<file path="config.mk">
export PLATFORM = sky130hd
export DESIGN_NAME = dpwm_deadtime_gen
export DESIGN_NICKNAME = d
export VERILOG_FILES = /design/src/rtl/dpwm_deadtime_gen.sv
export SDC_FILE = /design/constraint.sdc
export NUM_CORES = 1
export LEC_CHECK = 0
export ABC_AREA = 1
export CORE_MARGIN = 1
export CORE_UTILIZATION = 46
export DETAILED_ROUTE_END_ITERATION = 8
export GPL_TIMING_DRIVEN = 0
export PLACE_DENSITY = 0.8
export SYNTH_ARGS = -nofsm -noshare
export SYNTH_HDL_FRONTEND = slang
export SYNTH_SLANG_ARGS = --single-unit
</file>
<file path="constraint.sdc">
create_clock -name clk -period 2.5 [get_ports clk]
set_clock_uncertainty 0.05 [all_clocks]
set_input_delay 0.5 -clock clk [delete_from_list [all_inputs] [get_ports clk]]
set_output_delay 0.5 -clock clk [all_outputs]
set_load 0.01 [all_outputs]
</file>
<file path="src/rtl/dpwm_deadtime_gen.sv">
// Digital PWM generator with complementary high-side/low-side gate drive.
// Programmable rising/falling deadtimes, double-buffered duty/deadtime
// shadows loaded at the period boundary, run enable and sticky fault
// shutdown with a resume hold that suppresses partial periods.
//
// Handshake/timing contract: there is no valid/ready traffic here. Inputs
// duty_in/dt_rise/dt_fall are sampled into shadows on every clock while
// en=0, or on the last count of a period while en=1. Gate outputs follow
// the compare result of the current count with exactly one clock of latency.
module dpwm_deadtime_gen #(
  parameter int CNT_W = 6,
  parameter int DT_W  = 4
) (
  input  logic             clk,
  input  logic             rst,
  input  logic             en,
  input  logic [CNT_W-1:0] duty_in,
  input  logic [DT_W-1:0]  dt_rise,
  input  logic [DT_W-1:0]  dt_fall,
  input  logic             fault,
  input  logic             fault_clr,
  output logic             hs_out,
  output logic             ls_out,
  output logic [CNT_W-1:0] count,
  output logic             period_start,
  output logic             fault_latched
);

  // One past the last count, held in CNT_W+1 bits so compare sums never wrap.
  localparam logic [CNT_W:0]   PERIOD  = {1'b1, {CNT_W{1'b0}}};
  localparam logic [CNT_W-1:0] CNT_MAX = {CNT_W{1'b1}};

  logic [CNT_W-1:0] duty_s;
  logic [DT_W-1:0]  dtr_s;
  logic [DT_W-1:0]  dtf_s;
  logic             resume;

  logic [CNT_W:0]   cnt_ext;
  logic [CNT_W:0]   ls_lo;
  logic [CNT_W:0]   ls_hi;
  logic             hs_on;
  logic             ls_on;
  logic             run;
  logic             shadow_load;
  logic             clear_evt;
  logic             at_zero;

  // Compare windows, load strobe and gate qualifier derived from current state.
  always_comb begin
    cnt_ext     = {1'b0, count};
    ls_lo       = {1'b0, duty_s} + {{(CNT_W+1-DT_W){1'b0}}, dtr_s};
    ls_hi       = PERIOD - {{(CNT_W+1-DT_W){1'b0}}, dtf_s};
    hs_on       = (cnt_ext < {1'b0, duty_s});
    ls_on       = (cnt_ext >= ls_lo) && (cnt_ext < ls_hi);
    at_zero     = (count == '0);
    shadow_load = !en || (count == CNT_MAX);
    clear_evt   = fault_latched && fault_clr && !fault;
    // Raw fault term gates immediately; resume only releases at count 0.
    run         = en && !fault_latched && !fault && !(resume && !at_zero);
  end

  // Period counter: free-runs while enabled, parked at zero otherwise.
  always_ff @(posedge clk or negedge rst) begin
    if (!rst) begin
      count <= '0;
    end else if (en) begin
      count <= count + 1'b1;
    end else begin
      count <= '0;
    end
  end

  // Shadow registers: mid-period command changes wait for the next period.
  always_ff @(posedge clk or negedge rst) begin
    if (!rst) begin
      duty_s <= '0;
      dtr_s  <= '0;
      dtf_s  <= '0;
    end else if (shadow_load) begin
      duty_s <= duty_in;
      dtr_s  <= dt_rise;
      dtf_s  <= dt_fall;
    end
  end

  // Sticky fault latch; a simultaneous fault request wins over the clear.
  always_ff @(posedge clk or negedge rst) begin
    if (!rst) begin
      fault_latched <= 1'b0;
    end else if (fault) begin
      fault_latched <= 1'b1;
    end else if (fault_clr) begin
      fault_latched <= 1'b0;
    end
  end

  // Resume hold: set on fault clear, released when the counter reaches zero.
  always_ff @(posedge clk or negedge rst) begin
    if (!rst) begin
      resume <= 1'b0;
    end else if (clear_evt) begin
      resume <= 1'b1;
    end else if (at_zero) begin
      resume <= 1'b0;
    end
  end

  // Registered gate drives and period marker, one clock behind the compare.
  always_ff @(posedge clk or negedge rst) begin
    if (!rst) begin
      hs_out       <= 1'b0;
      ls_out       <= 1'b0;
      period_start <= 1'b0;
    end else begin
      hs_out       <= hs_on && run;
      ls_out       <= ls_on && run;
      period_start <= en && at_zero;
    end
  end

endmodule

</file>
# ---- Word-level counts from Yosys, hierarchy flattened
# Index checks and enable logic that the tools add are counted.
dict set report word_totals {
  register_bits 25
  latchBits 0
  ramBits 0
  mem_bits_ro 0
  in_bits 19
  out_inout_bits 10
  wordCells 40
  mem_count 0
}
dict set report op_classes {
  n_addsub 3
  n_mul 0
  div_mod_pow 0
  order_cmp 3
  eq_ne 1
  n_shift 0
  muxes 5
  bitwise 0
  reduce_logical 19
}
# operator count
set ops {}
lappend ops {{1-bit logical AND} 10}
lappend ops {{6-bit by 4-bit adder with 7-bit output} 1}
lappend ops {{6-bit by 7-bit greater-or-equal comparator with 1-bit output} 1}
lappend ops {{6-bit by 7-bit less-than comparator with 1-bit output} 1}
lappend ops {{7-bit by 4-bit subtractor with 7-bit output, first input constant} 1}
lappend ops {{6-bit by 1-bit adder with 6-bit output, second input constant} 1}
lappend ops {{6-bit == test, second input constant} 1}
lappend ops {{6-bit zero test} 1}
lappend ops {{6-bit less-than comparator} 1}
lappend ops {{6-bit two-way mux} 1}
lappend ops {{1-bit zero test} 5}
lappend ops {{1-bit two-way mux} 4}
lappend ops {{2-bit nonzero test} 2}
lappend ops {{1-bit logical OR} 1}

# ---- Logic depth before layout (Yosys ltp)
dict set report depth {
  depth_word 6
  depth_mapped 12
  depth_no_buf 12
}

# ---- Least setup slack after synthesis
# OpenSTA, ideal clock, no wires.
dict set report synth_timing {
  kind {reg2reg}
  startpoint {register duty_s[0]}
  endpoint {register ls_out}
  setup_ps 119
  t_arrival_ps 1930
  required_time_ps 2331
  setup_slack_ps 401
  path_stages_with_launch 12
  n_path_buf 0
  synth_period_minus_slack_ps 2099
  path_cell_list {dfrtp_1 -> ha_1 -> fa_1 -> nand2_1 -> nand3_1 -> nand2_1 -> xor2_1 -> ha_1 -> a21oi_1 -> o21bai_1 -> a21oi_1 -> nor2_1}
}
dict set report synth_via {
  elab_chain_cells 4
}
# item line
set synth_rtl {}
lappend synth_rtl {{start, declared} 33} ;# logic [CNT_W-1:0] duty_s;
lappend synth_rtl {{start signal, assigned} 80} ;# duty_s <= duty_in;
lappend synth_rtl {{6-bit by 4-bit adder with 7-bit output} 51} ;# ls_lo = {1'b0, duty_s} + {{(CNT_W+1-DT_W){1'b0}}, dtr_s};
lappend synth_rtl {{6-bit by 7-bit greater-or-equal comparator with 1-bit output} 54} ;# ls_on = (cnt_ext >= ls_lo) && (cnt_ext < ls_hi);
lappend synth_rtl {{1-bit logical AND} 54}
lappend synth_rtl {{1-bit logical AND} 116} ;# ls_out <= ls_on && run;
lappend synth_rtl {{end signal, assigned} 116}
lappend synth_rtl {{end, declared} 23} ;# output logic ls_out,
# No other way between the ends.
# A chain may end at the register's enable or synchronous reset.

# ---- Worst setup path after layout
# Ends and elaborated chain as after synthesis.

==> flow_summary.toml <==
[outcome]
status = "finished, final reports clean"

[floorplanning]
die_width_um = 62.33
die_h_um = 62.33
initial_utilization = 0.4901
ioPinCount = 29
rows = 21
dieArea_um2 = 3884
coreArea_um2 = 3416

[synth]
yosysSeqAreaShare = 0.3737
ys.warnings.count = 0
ys_ff_latch = 25
synth_cells = 196
synthDistinctLibCells = 26
synth.area.top_cells = "dfrtp_1, ha_1, nand2_1"
netlist_area_um2 = 1674
yosys.area.top_type = "dfrtp_1"
synth.net_count = 239
synth_top_area_frac = 0.3737
syn_avg_cell_area_um2 = 8.541

[grt]
grt_pass1_vias = 1288
antenna_found_initial = 0
grt-ovfl-total = 0
track_usage = 0.1909
grt_max_degree = 26
grt_pass1_wl_mm = 5.920

[critical_path]
cp.required_ns = 2.66
cp_top_family = "adder cells"
path_class = "register to register"
critPathArrivalTime_ns = 2.42
cp_slowest_cell = "dfrtp_1"
path_buf_inv = 0
worstPathCellList = "ha_1 > fa_2 > nand2_1 > nand3_1 > nand2_1 > xor2_1 > ha_1 > a21oi_1 > o21bai_1 > a21oi_1 > nor2_1"
worstSetupEndpointType = "register"
cp_max_fo = 3
max_stage_delay_ns = 0.42
critPathLaunchType = "register"

[detailed_routing]
wl_per_cell_um = 11.87
drt_pass1_iterations = 4
drt_iter0_drc = 32
routed_wl_mm = 3.240
via_per_inst = 4.916
route.detailed.drc = 0
antenna_left = 0
dr_total_vias = 1342

[place]
placement.io_buffers = 27
dp_hpwl_mm = 2.516
gp_congestion = 0.8296
pre_cts_ws_ns = 0.2275

[sta]
rsz0062_at_grt = "no"
fin_tns_setup_ns = 0
hold_viol = 0
final.setup.worst_slack_ns = 0.2412
tightest_slew_ns = 1.121
slew_headroom = 0.2506
fmax_mhz = 442.7
slew_viol_final = 0
min_period_over_period = 0.9035
min_period_ns = 2.259
setup_violations = 0
timing.hold.ws_ns = 0.4375

[finish]
antenna_cells = 0
final_common_cell = "nand2_1"
layout-drive-gt1-share = 0.08811
area_growth_pct = 21.30
final_util = 0.5945
mostFrequentLayoutCells = "nand2_1, inv_1, clkdlybuf4s50_1"
num-nets-final = 271

[cts]
clk_latency_ns = 0.31
h-tree-depth = 1
path_clk_slew_ns = 0.13
cts_resized = 0
tritoncts = "done"
clkSinkCount = 25
cts_setup_buffers = 0
cts_root_buf = "clkbuf_4"
ctsHoldBuffers = 0
cts_buffers = 3
cts_max_path_buffers = 2

[power_and_ir_drop]
p_leak_nw = 1.058
power_density_nw_per_um2 = 447.3
design_power_total_uw = 908.4
vdd_drop_max_uv = 251.8

[min_path]
worstHoldPathType = "input port to register"

[flow_run]
maxCapViolCount = 0
worst paths after layout:
check                           startpoint        to  slack [ns]  cells after the start
worst max-delay path             duty_s[0]    ls_out        0.24                     11
worst min-delay path                    en  count[1]        0.44                      3
worst max register to register   duty_s[0]    ls_out        0.24                     11
worst min register to register      resume    resume        0.46                      1
max in group asynchronous              rst    hs_out        1.01                      1
min in group asynchronous              rst  dtf_s[3]        0.73                      1
per-layer routing:
layer	up-vias	track usage	part of all wire
met3	2	0.01654	0.019
met4	0	0.04360	0.0083
met2	20	0.3365	0.49
li1	699	-	-
met1	621	0.2532	0.48
met5	-	0	0
cell type report:
| class | count | area (um^2) |
|---|---|---|
| buffer | 3 | 27.53 |
| clock buffer | 4 | 26.28 |
| fill | 314 | 1385 |
| inverter | 35 | 131.4 |
| multi-input combinational | 133 | 892.1 |
| sequential | 25 | 625.6 |
| tap | 46 | 57.56 |
| timing repair buffer | 27 | 270.3 |
cells in the mapped netlist, drive strengths merged:
library cell	number
o2111ai	1
ha	23
a21boi	1
nand3	7
a31oi	1
xnor2	1
o21ai	21
a32o	1
a21oi	11
o21bai	1
nor2	10
xor2	4
buf	3
and3b	1
nand2	43
inv	35
dfrtp	25
and3	1
fa	1
o211ai	1
nand4	4
cell families after synthesis:
group                      synth area share
buffers and inverters               0.09491
AOI/OAI and AO/OA                    0.1532
DFF                                  0.3737
and+or+nand+nor                      0.1682
xor gates and xnor gates            0.02616
adders and majority gates            0.1839
worst reg2reg max path, cell delays in order (launching register included):
cell      delay (ns)
dfrtp_1         0.42
ha_1            0.25
fa_2            0.37
nand2_1         0.08
nand3_1         0.10
nand2_1         0.09
xor2_1          0.16
ha_1            0.26
a21oi_1         0.14
o21bai_1        0.07
a21oi_1         0.12
nor2_1          0.06
registers in the layout, summed over array words and instances, names as in the netlist:
register,cells
dtf_s,4
count,6
period_start,1
resume,1
fault_latched,1
ls_out,1
hs_out,1
duty_s,6
dtr_s,4
through the flow:
step,std cells,cell area [um^2]
floorplan,196,1674
global placement,269,2002
detailed placement,269,2002
CTS,273,2028
global route,273,2031
finish,273,2031
report_power, final:
part | switching (mW) | internal (mW)
Combinational | 0.147 | 0.126
Clock | 0.113 | 0.0622
Sequential | 0.0269 | 0.434
(Power assumes the default switching activity.)
